[src/rtl/flit_send_port.sv]
// Credit-aware send endpoint: buffers device flits, tracks per-VC credits and
// presents one flit per cycle to the network, holding a VC for a whole packet.
module flit_send_port #(
  parameter int FLIT_WIDTH     = 38,
  parameter int DEST_BITS      = 2,
  parameter int NUM_VCS        = 2,
  parameter int VC_BITS        = $clog2(NUM_VCS),
  parameter int CREDITS_PER_VC = 4,
  parameter int DEPTH          = 8,
  parameter int VC_MODE        = 0
) (
  input  logic                     CLK,
  input  logic                     RST_N,
  input  logic [FLIT_WIDTH-1:0]    put_flit,
  input  logic                     put_flit_valid,
  output logic                     put_flit_ready,
  output logic [FLIT_WIDTH-1:0]    send_putFlit_flit_in,
  output logic                     EN_send_putFlit,
  input  logic [VC_BITS:0]         send_getCredits,
  output logic                     EN_send_getCredits,
  output logic [$clog2(DEPTH):0]   occupancy,
  output logic [15:0]              flits_sent,
  output logic                     credit_error
);

  localparam int AW        = $clog2(DEPTH);
  localparam int CW        = $clog2(CREDITS_PER_VC + 1);
  localparam int VALID_BIT = FLIT_WIDTH - 1;
  localparam int TAIL_BIT  = FLIT_WIDTH - 2;
  localparam int VC_LSB    = FLIT_WIDTH - 2 - DEST_BITS - VC_BITS;
  localparam logic [CW-1:0] CRED_MAX = CW'(CREDITS_PER_VC);
  localparam logic [AW:0]   FULL_CNT = (AW+1)'(DEPTH);

  typedef enum logic {VC_FREE, VC_HELD} lock_state_t;

  logic [FLIT_WIDTH-1:0] mem [DEPTH];
  logic [AW-1:0]         wr_ptr_reg, rd_ptr_reg;
  logic [AW:0]           count_reg, count_next;
  logic [CW-1:0]         cred_reg [NUM_VCS];
  logic [NUM_VCS-1:0]    cred_inc, cred_dec, cred_ovf;
  lock_state_t           lock_state_reg, lock_state_next;
  logic [VC_BITS-1:0]    lock_vc_reg, lock_vc_next;
  logic [VC_BITS-1:0]    rr_ptr_reg, rr_ptr_next;
  logic [FLIT_WIDTH-1:0] out_flit_reg;
  logic                  out_en_reg;
  logic [15:0]           sent_reg;
  logic                  err_reg;

  logic                  full, accept, wr_en, do_send;
  logic [FLIT_WIDTH-1:0] head, send_flit;
  logic [VC_BITS-1:0]    rr_vc, free_vc, chosen_vc;

  assign full           = (count_reg == FULL_CNT);
  assign put_flit_ready = RST_N && !full;
  assign accept         = put_flit_valid && put_flit_ready;
  assign wr_en          = accept && put_flit[VALID_BIT];
  assign head           = mem[rd_ptr_reg];

  // Round-robin pick: first VC with credit, scanning upward from rr_ptr.
  always_comb begin
    logic [VC_BITS-1:0] idx;
    idx   = '0;
    rr_vc = rr_ptr_reg;
    for (int i = NUM_VCS - 1; i >= 0; i--) begin
      idx = rr_ptr_reg + VC_BITS'(i);
      if (cred_reg[idx] != '0) rr_vc = idx;
    end
  end

  assign free_vc   = (VC_MODE != 0) ? rr_vc : head[VC_LSB +: VC_BITS];
  assign chosen_vc = (lock_state_reg == VC_HELD) ? lock_vc_reg : free_vc;
  assign do_send   = (count_reg != '0) && (cred_reg[chosen_vc] != '0);

  always_comb begin
    send_flit                       = head;
    send_flit[VALID_BIT]            = 1'b1;
    send_flit[VC_LSB +: VC_BITS]    = chosen_vc;
  end

  always_comb begin
    lock_state_next = lock_state_reg;
    lock_vc_next    = lock_vc_reg;
    rr_ptr_next     = rr_ptr_reg;
    if (do_send) begin
      if (head[TAIL_BIT]) begin
        lock_state_next = VC_FREE;
        if (VC_MODE != 0) rr_ptr_next = chosen_vc + VC_BITS'(1);
      end else begin
        lock_state_next = VC_HELD;
        lock_vc_next    = chosen_vc;
      end
    end
  end

  always_comb begin
    count_next = count_reg;
    case ({wr_en, do_send})
      2'b10:   count_next = count_reg + 1'b1;
      2'b01:   count_next = count_reg - 1'b1;
      default: count_next = count_reg;
    endcase
  end

  generate
    for (genvar gi = 0; gi < NUM_VCS; gi++) begin : g_cred
      assign cred_inc[gi] = send_getCredits[VC_BITS] &&
                            (send_getCredits[VC_BITS-1:0] == VC_BITS'(gi));
      assign cred_dec[gi] = do_send && (chosen_vc == VC_BITS'(gi));
      assign cred_ovf[gi] = cred_inc[gi] && !cred_dec[gi] && (cred_reg[gi] == CRED_MAX);
    end
  endgenerate

  always_ff @(posedge CLK) begin
    if (wr_en) mem[wr_ptr_reg] <= put_flit;
  end

  always_ff @(posedge CLK or negedge RST_N) begin
    if (!RST_N) begin
      wr_ptr_reg     <= '0;
      rd_ptr_reg     <= '0;
      count_reg      <= '0;
      lock_state_reg <= VC_FREE;
      lock_vc_reg    <= '0;
      rr_ptr_reg     <= '0;
      out_flit_reg   <= '0;
      out_en_reg     <= 1'b0;
      sent_reg       <= '0;
      err_reg        <= 1'b0;
      for (int v = 0; v < NUM_VCS; v++) cred_reg[v] <= CRED_MAX;
    end else begin
      if (wr_en) wr_ptr_reg <= wr_ptr_reg + 1'b1;
      if (do_send) begin
        rd_ptr_reg   <= rd_ptr_reg + 1'b1;
        out_flit_reg <= send_flit;
        sent_reg     <= sent_reg + 16'd1;
      end
      out_en_reg     <= do_send;
      count_reg      <= count_next;
      lock_state_reg <= lock_state_next;
      lock_vc_reg    <= lock_vc_next;
      rr_ptr_reg     <= rr_ptr_next;
      err_reg        <= err_reg | (|cred_ovf);
      // Simultaneous return and spend on one VC cancel out.
      for (int v = 0; v < NUM_VCS; v++) begin
        if (cred_inc[v] && !cred_dec[v] && cred_reg[v] != CRED_MAX)
          cred_reg[v] <= cred_reg[v] + 1'b1;
        else if (cred_dec[v] && !cred_inc[v])
          cred_reg[v] <= cred_reg[v] - 1'b1;
      end
    end
  end

  assign send_putFlit_flit_in = out_flit_reg;
  assign EN_send_putFlit      = out_en_reg;
  assign EN_send_getCredits   = RST_N;
  assign occupancy            = count_reg;
  assign flits_sent           = sent_reg;
  assign credit_error         = err_reg;

endmodule

[config.mk]
export PLATFORM = sky130hd
export DESIGN_NAME = flit_send_port
export DESIGN_NICKNAME = d
export VERILOG_FILES = /design/src/rtl/flit_send_port.sv
export SDC_FILE = /design/constraint.sdc
export NUM_CORES = 1
export LEC_CHECK = 0
export ABC_CLOCK_PERIOD_IN_PS = 12300
export BUFFER_PORTS_ARGS = -buffer_cell sky130_fd_sc_hd__buf_4
export CORE_MARGIN = 8
export CORE_UTILIZATION = 40
export CTS_CLUSTER_DIAMETER = 40
export DETAILED_ROUTE_END_ITERATION = 6
export GPL_ROUTABILITY_DRIVEN = 0
export SYNTH_ARGS = -nofsm -noshare
export SYNTH_HDL_FRONTEND = slang
export SYNTH_SLANG_ARGS = --single-unit
[constraint.sdc]
create_clock -name CLK -period 12.3 [get_ports CLK]
set_clock_uncertainty 0.15 [all_clocks]
set_input_delay 3.69 -clock CLK [delete_from_list [all_inputs] [get_ports CLK]]
set_output_delay 3.69 -clock CLK [all_outputs]
set_load 0.02 [all_outputs]
# Yosys cells after proc, flatten, opt, wreduce, memory -nomap -nowiden
# Memories as Yosys holds them, arrays and structs flattened.
# Cells that the tools add are included.
# W data, S select, Z words.
# totals
reg_bits	74
ram_bits	304
inputBits	43
output_inout_bits	62
word_cells	74
n_memories	1
# mem_list
memory	words	width	rd	rd_ports_with_merged_regs	write_ports	line_no	text
mem	8	38	1	0	1	36	logic [FLIT_WIDTH-1:0] mem [DEPTH];
# op_classes
addsub	9
order_cmp	1
n_eq_ne	7
muxes	12
bitwise_logic	5
reduce_logical	28
# ops
cell	count
$mux W3	7
$add A16 B1 Y16 const B	1
$logic_and A1 B1 Y1	16
$add A3 B1 Y3 const B	4
$pmux W4 S2	1
$eq A3 B3 Y1 const B	2
$ne A3 B3 Y1 const B	2
$reduce_bool A2 Y1	3
$sub A3 B1 Y3 const B	2
$logic_not A1 Y1	5
$add A4 B1 Y4 const B	1
$eq A4 B4 Y1 const B	1
$mux W1	4
$reduce_bool A4 Y1	1
$sub A4 B1 Y4 const B	1
$not A1 Y1	3
$reduce_bool A3 Y1	1
$eq A2 B1 Y1 const B	1
$eq A2 B2 Y1 const B	1
$ge A2 B2 Y1 const B	1
$not A1 Y2	1
$reduce_and A2 Y1	1
$reduce_or A2 Y1	1
$or A1 B1 Y1	1

# Logic depth before layout (Yosys ltp)
# Gate-level depths: netlist (run 1).
# An unclocked memory read counts as a cell.
# depth
word_depth	14
depth_mapped	15
ltp_nobuf	12

# Worst setup path before layout (run 1)
# OpenSTA, ideal clock, no wires.
# synth_path
path_type	input to register
startpoint	in RST_N
endpoint	mem mem[4][0], enable pin
arrival_ns	8.584
required_time_ns	11.613
slack_ns	3.029
stages	4
path_buffers	0
path_cell_list	a21boi_0 and3_1 inv_1 nor4b_1
# synth_between
elab_chain_len	5
# synth_lines
item	line_no	text
start: declaration	13	input logic RST_N,
$logic_and A1 B1 Y1	54	assign put_flit_ready = RST_N && !full;
$logic_and A1 B1 Y1	55	assign accept = put_flit_valid && put_flit_ready;
$logic_and A1 B1 Y1	56	assign wr_en = accept && put_flit[VALID_BIT];
$mux W1	114	if (wr_en) mem[wr_ptr_reg] <= put_flit;
$mux W1 (implied by the code)	114	
end: declaration	36	
# Every way passes these cells.

# Final worst setup path (run 1)
# layout_path
startpoint	in RST_N
endpoint	out EN_send_getCredits
# layout_rtl
item	line_no	text
end: declaration	20	output logic EN_send_getCredits,
# No word-level cell between the ends.

==> run_results.csv, run 1 <==
group,metric,value,unit
status,status,"finished, final reports clean",
finish,drive_gt1_frac,0.319,
critical_path,reg2reg_setup_slack,7.68,ns
logic_synthesis,yosysWarnings,0,
logic_synthesis,netlist.area_leader.share,0.619,
clock_network,htreeDepth,2,
finish,diodes,0,
route,via_per_inst,5.15,
critical_path,reg2reg_from,"rd_ptr_reg[0]",
sta,rsz0062_at_grt,"no",
sta,post-route-period-util,0.714,
power,leakage,6.10,nW
critical_path,crit_top_cell,"buf_4",
critical_path,cp_max_fo,58,
finish,nets,933,
sta,slew_viol_final,0,
logic_synthesis,synth_top_flop_cell,"edfxtp_1",
floorplan,die_x,205,um
critical_path,path_cells,"buf_4 > buf_4 > buf_4",
logic_synthesis,synth_top_cells_by_area,"edfxtp_1 62%, dfrtp_1 13%, mux4_2 11%",
logic_synthesis,synth_nets,804,
logic_synthesis,synth_cells,753,
logic_synthesis,avgSynthCellArea,19.1,sq um
route,wl,28.5,mm
min_path,hold_start,"flits_sent[15]",
critical_path,critPathMaxStageDelay,0.68,ns
clock_network,cts_hold_buffers,0,
finish,register_area,10800,sq um
logic_synthesis,synth_commonest_cells,"296 x edfxtp_1, 73 x mux4_2, 72 x dfrtp_1",
global_route,grt.total_usage,0.138,
sta,final.setup.tns,0,ns
route,drcViolationCount,0,
global_route,first_global_vias,7542,
logic_synthesis,synth.most_common_cell,"edfxtp_1",
floorplan,chipHeight,205,um
floorplan,coreArea,35500,sq um
route,wl_per_cell,20.6,um
global_route,grt_pass1_wl,44.8,mm
clock_network,cts.sinks,370,
floorplan,initial_core_util,0.404,
clock_network,root_buffer,"clkbuf_16",
sta,setup_violations,0,
logic_synthesis,synth_edf_count,296,
sta,worst_pin_slew,0.968,ns
floorplan,dieArea,42200,sq um
route,postRouteAntennaNets,0,
logic_synthesis,async_reset_ff_frac,0.200,
critical_path,start_kind,"input pin",
clock_network,cts_tree,"done",
clock_network,post_cts_buffers,0,
clock_network,clk_latency,0.56,ns
clock_network,post_cts_resized,0,
sta,timing.fmax,114,MHz
finish,nFillCells,2978,
critical_path,rr_endpoint,"occupancy[2]",
critical_path,slowest_stage,"buf_4",
sta,fin_crit,8.78,ns
min_path,hold_path_depth,1,
logic_synthesis,syn_area,14400,sq um
route,drt_iter0_drc,378,
critical_path,cp.required,8.46,ns
critical_path,crit_buf_inv,3,
clock_network,clockBufferDepth,3,
critical_path,critical_path.top_delay_family,"buffers and inverters",
finish,largest-register,"mem",
sta,hold_violations,0,
global_route,grt_max_degree,84,
critical_path,endpoint_kind,"output port",
route,drt_pass1_iterations,4,
finish,largest_reg_flops,296,
min_path,hold_path.class,"flop to flop",
power,power_density,250,nW/um^2
logic_synthesis,synth_seq_area_share,0.749,
power,p_total,4.31,mW
sta,relSlewSlack,0.355,
route,via_count,7105,
clock_network,cts_buffers,46,
job,cap_violations,0,
clock_network,clk_pin_slew_worst_paths,0.05,ns
critical_path,crit_type,"input pin to output port",
global_route,grt_antenna_before_repair,1,
min_path,hold_end,"flits_sent[15]",
global_route,grt_overflow,0,
finish,areaGrowthSynthToFinish,20.2,%
logic_synthesis,yosys.area.top_type,"edfxtp_1",
logic_synthesis,synth_cell_types,51,
power,peakVddDrop,0.000194,V
finish,multi_input_area,3480,sq um
critical_path,reg2reg_depth,12,
floorplan,rows,69,
logic_synthesis,synth-seq-cells,370,
place,dp_hpwl,15.7,mm
critical_path,arrival,4.94,ns
floorplan,io_pins,105,
place,io_buffers,104,
-- per-layer routing --
metal  part of all wire  wire length, um  up-vias  GRT usage
met5            0.00046               13        -          0
met4              0.018              519        2     0.0385
met3              0.061             1750       50     0.0335
met2               0.47            13500      156      0.219
met1               0.45            12700     3648      0.187
li1                   -                -     3249          -
-- power breakdown --
group / switching, mW / leakage [nW] / internal, mW
sequential: 0.161 / 3.56 / 1.52
clock: 0.533 / 0.740 / 0.792
combinational: 0.703 / 1.80 / 0.594
-- area by class of cell --
type                    count  area share
clock buffers              57      0.0715
clock inverters            28      0.0176
inverters                   7     0.00152
multi-input cells         340       0.202
flip-flops and latches    370       0.623
well taps                 461      0.0334
repair buffers            117      0.0509
-- cells in the final DEF (no fill, tap or decap), drive strengths merged, types with 3 or more instances in the layout --
| cell | Yosys | layout |
|---|---|---|
| mux4 | 73 | 73 |
| o21a | 3 | 3 |
| inv | 7 | 14 |
| ha | 6 | 6 |
| nor3 | 13 | 13 |
| edfxtp | 296 | 296 |
| nand2 | 59 | 59 |
| nand4 | 7 | 7 |
| a21oi | 5 | 5 |
| buf | 18 | 117 |
| mux2i | 37 | 37 |
| mux2 | 6 | 6 |
| and3 | 8 | 8 |
| nor3b | 3 | 3 |
| o21ai | 38 | 38 |
| nand3 | 6 | 6 |
| nor2b | 4 | 4 |
| clkinv | 0 | 13 |
| xor2 | 9 | 9 |
| dfrtp | 72 | 72 |
| clkinvlp | 0 | 5 |
| clkbuf | 18 | 57 |
| xnor2 | 16 | 16 |
| nor2 | 15 | 15 |
| bufinv | 0 | 3 |
-- cell families (layout without fill, tap and decap cells) --
group	after synthesis	count (layout)	share of synthesized area
flops	370	370	0.749
simple gates	126	126	0.0429
mux	116	116	0.145
compound gates	65	65	0.0272
buf+inv	43	209	0.0130
xor+xnor	25	25	0.0153
fa+ha+maj	8	8	0.00802
-- metrics by stage --
| stage | setup slack (ns) | area (sq um) | util | instances | hold WS, ns |
|---|---|---|---|---|---|
| global placement | 3.45 | 15700 | 0.443 | 1295 | 0.308 |
| global route | 3.31 | 17200 | 0.486 | 1380 | 0.337 |
| detailed placement | 3.43 | 15700 | 0.443 | 1295 | 0.311 |
| finish | 3.52 | 17200 | 0.486 | 1380 | 0.324 |
| floorplan | 3.03 | 14400 | - | 753 | 0.347 |
| CTS | 3.43 | 17200 | 0.486 | 1380 | 0.326 |
-- how the worst max path moves through the flow --
stage / startpoint / end / slack [ns] / cells past startpoint
3_3_place_gp: RST_N / EN_send_getCredits / 3.45 / 3
2_1_floorplan: RST_N / mem[4][0] / 3.03 / 4
4_1_cts: RST_N / EN_send_getCredits / 3.43 / 3
5_1_grt: RST_N / EN_send_getCredits / 3.31 / 3
6_report: RST_N / EN_send_getCredits / 3.52 / 3
3_5_place_dp: RST_N / EN_send_getCredits / 3.43 / 3
Note: power is estimated with default switching activity, not from simulation.
==> run 2: changes to the inputs <==
ABC_CLOCK_PERIOD_IN_PS = 9000   (was 12300)
clock period = 9 ns   (was 12.3 ns; I/O delays follow)
==> run_results.csv, run 2 (synthesis gave the netlist of run 1 again) <==
group,metric,value,unit
finish,areaGrowthSynthToFinish,20.9,%
job,cap_violations,0,
place,dp.cells,1294,
sta,rsz0062_at_grt,"no",
global_route,grt.total_usage,0.137,
route,wl,28.7,mm
floorplan,rows,69,
clock_network,cts.sinks,370,
floorplan,dieArea,42200,sq um
clock_network,cts_hold_buffers,0,
route,wl_per_cell,20.7,um
floorplan,io_pins,105,
finish,register_area,10800,sq um
critical_path,endpoint_kind,"output port",
power,p_comb_frac,0.295,
clock_network,cts_buffers,48,
global_route,grt_overflow,0,
floorplan,die_x,205,um
global_route,first_global_vias,7431,
power,switching_share,0.322,
clock_network,root_buffer,"clkbuf_16",
finish,final_cells,1387,
status,status,"finished, final reports clean",
min_path,hold_start,"send_putFlit_flit_in[37]",
sta,hold_violations,0,
finish,nFillCells,2953,
critical_path,arrival,3.58,ns
place,dp_hpwl,15.7,mm
place,dpl_cell_area,15700,sq um
route,drt_pass1_iterations,4,
sta,relSlewSlack,0.359,
sta,setup_violations,0,
min_path,hold_path_depth,1,
finish,largest-register,"mem",
clock_network,clk_pin_slew_worst_paths,0.05,ns
power,p_total,6.00,mW
power,p_int,4.07,mW
critical_path,cp_max_fo,31,
clock_network,post_cts_buffers,0,
critical_path,rr_endpoint,"occupancy[2]",
finish,largest_reg_flops,296,
global_route,grt_pass1_wl,44.6,mm
power,power_density,346,nW/um^2
clock_network,post_cts_resized,0,
clock_network,clockBufferDepth,3,
sta,final.setup.tns,0,ns
finish,stdcell_area,17400,sq um
critical_path,reg2reg_from,"rd_ptr_reg[0]",
place,io_buffers,104,
floorplan,initial_core_util,0.404,
critical_path,crit_type,"input pin to output port",
floorplan,chipHeight,205,um
clock_network,clk_latency,0.54,ns
min_path,hold_end,"send_putFlit_flit_in[37]",
finish,layout_common_cells,"296 x edfxtp_1, 116 x buf_4, 73 x mux4_2",
finish,drive_gt1_frac,0.323,
finish,layout_commonest_cell,"edfxtp_1",
min_path,hold_path.class,"flop to flop",
power,p_switching,1.93,mW
finish,multi_input_area,3480,sq um
finish,nets,934,
sta,post-route-period-util,0.714,
power,power_frac_seq,0.384,
clock_network,cts_tree,"done",
power,leakage,6.15,nW
sta,finalHoldWorstSlack,0.317,ns
route,via_per_inst,5.17,
global_route,grt_max_degree,84,
sta,fin_crit,6.43,ns
route,via_count,7173,
critical_path,cp.required,6.15,ns
power,peakVddDrop,0.000328,V
sta,worst_pin_slew,0.962,ns
route,drcViolationCount,0,
critical_path,reg2reg_setup_slack,4.57,ns
sta,timing.fmax,156,MHz
floorplan,coreArea,35500,sq um
route,drt_iter0_drc,378,
route,postRouteAntennaNets,0,
critical_path,reg2reg_depth,12,
critical_path,start_kind,"input pin",
clock_network,htreeDepth,2,
sta,slew_viol_final,0,
global_route,grt_antenna_before_repair,3,
power,clock_power_share,0.320,
==> run 2: changes by cell type in the layout (fill, tap and decap cells not counted), sizes merged <==
cell    delta
clkbuf     -2
inv        +6
buf        -1
bufinv     +2
clkinv     -1
diode      +3
==> run 2: worst max-delay path, cell delays in order <==
cell	delay (ns)
buf_4	0.38
a21boi_0	0.29
buf_4	0.19
==> run 2: how the worst max path moves through the flow <==
stage / from / end / cells past startpoint
after floorplan: RST_N / mem[4][0] / 4
after global placement: RST_N / put_flit_ready / 3
after detailed placement: RST_N / put_flit_ready / 3
after CTS: RST_N / put_flit_ready / 3
after global routing: RST_N / put_flit_ready / 3
final: RST_N / put_flit_ready / 3
==> run 2: area by class of cell <==
type / instances / share of cell area
tap: 461 / 0.0332
clock inverter: 35 / 0.0217
timing repair buffer: 116 / 0.0502
inverter: 7 / 0.00151
clock buffer: 55 / 0.0731
multi-input combinational: 340 / 0.200
sequential: 370 / 0.620
antenna: 3 / 0.000433
==> run 2: power by group through the flow <==
stage / sequential, mW / combinational, mW / clock, mW
finish: 2.31 / 1.77 / 1.92
global route: 2.34 / 1.97 / 2.03
CTS: 2.31 / 1.82 / 1.96
detailed placement: 2.35 / 1.82 / 0
global placement: 2.34 / 1.79 / 0
floorplan: 2.37 / 1.25 / 0
==> run 2: through the flow <==
stage	util	setup WS [ns]
floorplan	-	0.719
detailed placement	0.443	2.51
CTS	0.489	2.51
global placement	0.443	2.55
finish	0.489	2.57
global route	0.489	2.47
==> run 2: metal layers <==
layer	routed length, um	part of all wire	GRT usage	vias to the layer above
met5	0	0	0	-
met4	563	0.020	0.0380	0
met3	1570	0.055	0.0313	46
met2	14100	0.49	0.229	153
met1	12500	0.44	0.180	3708
li1	-	-	-	3266
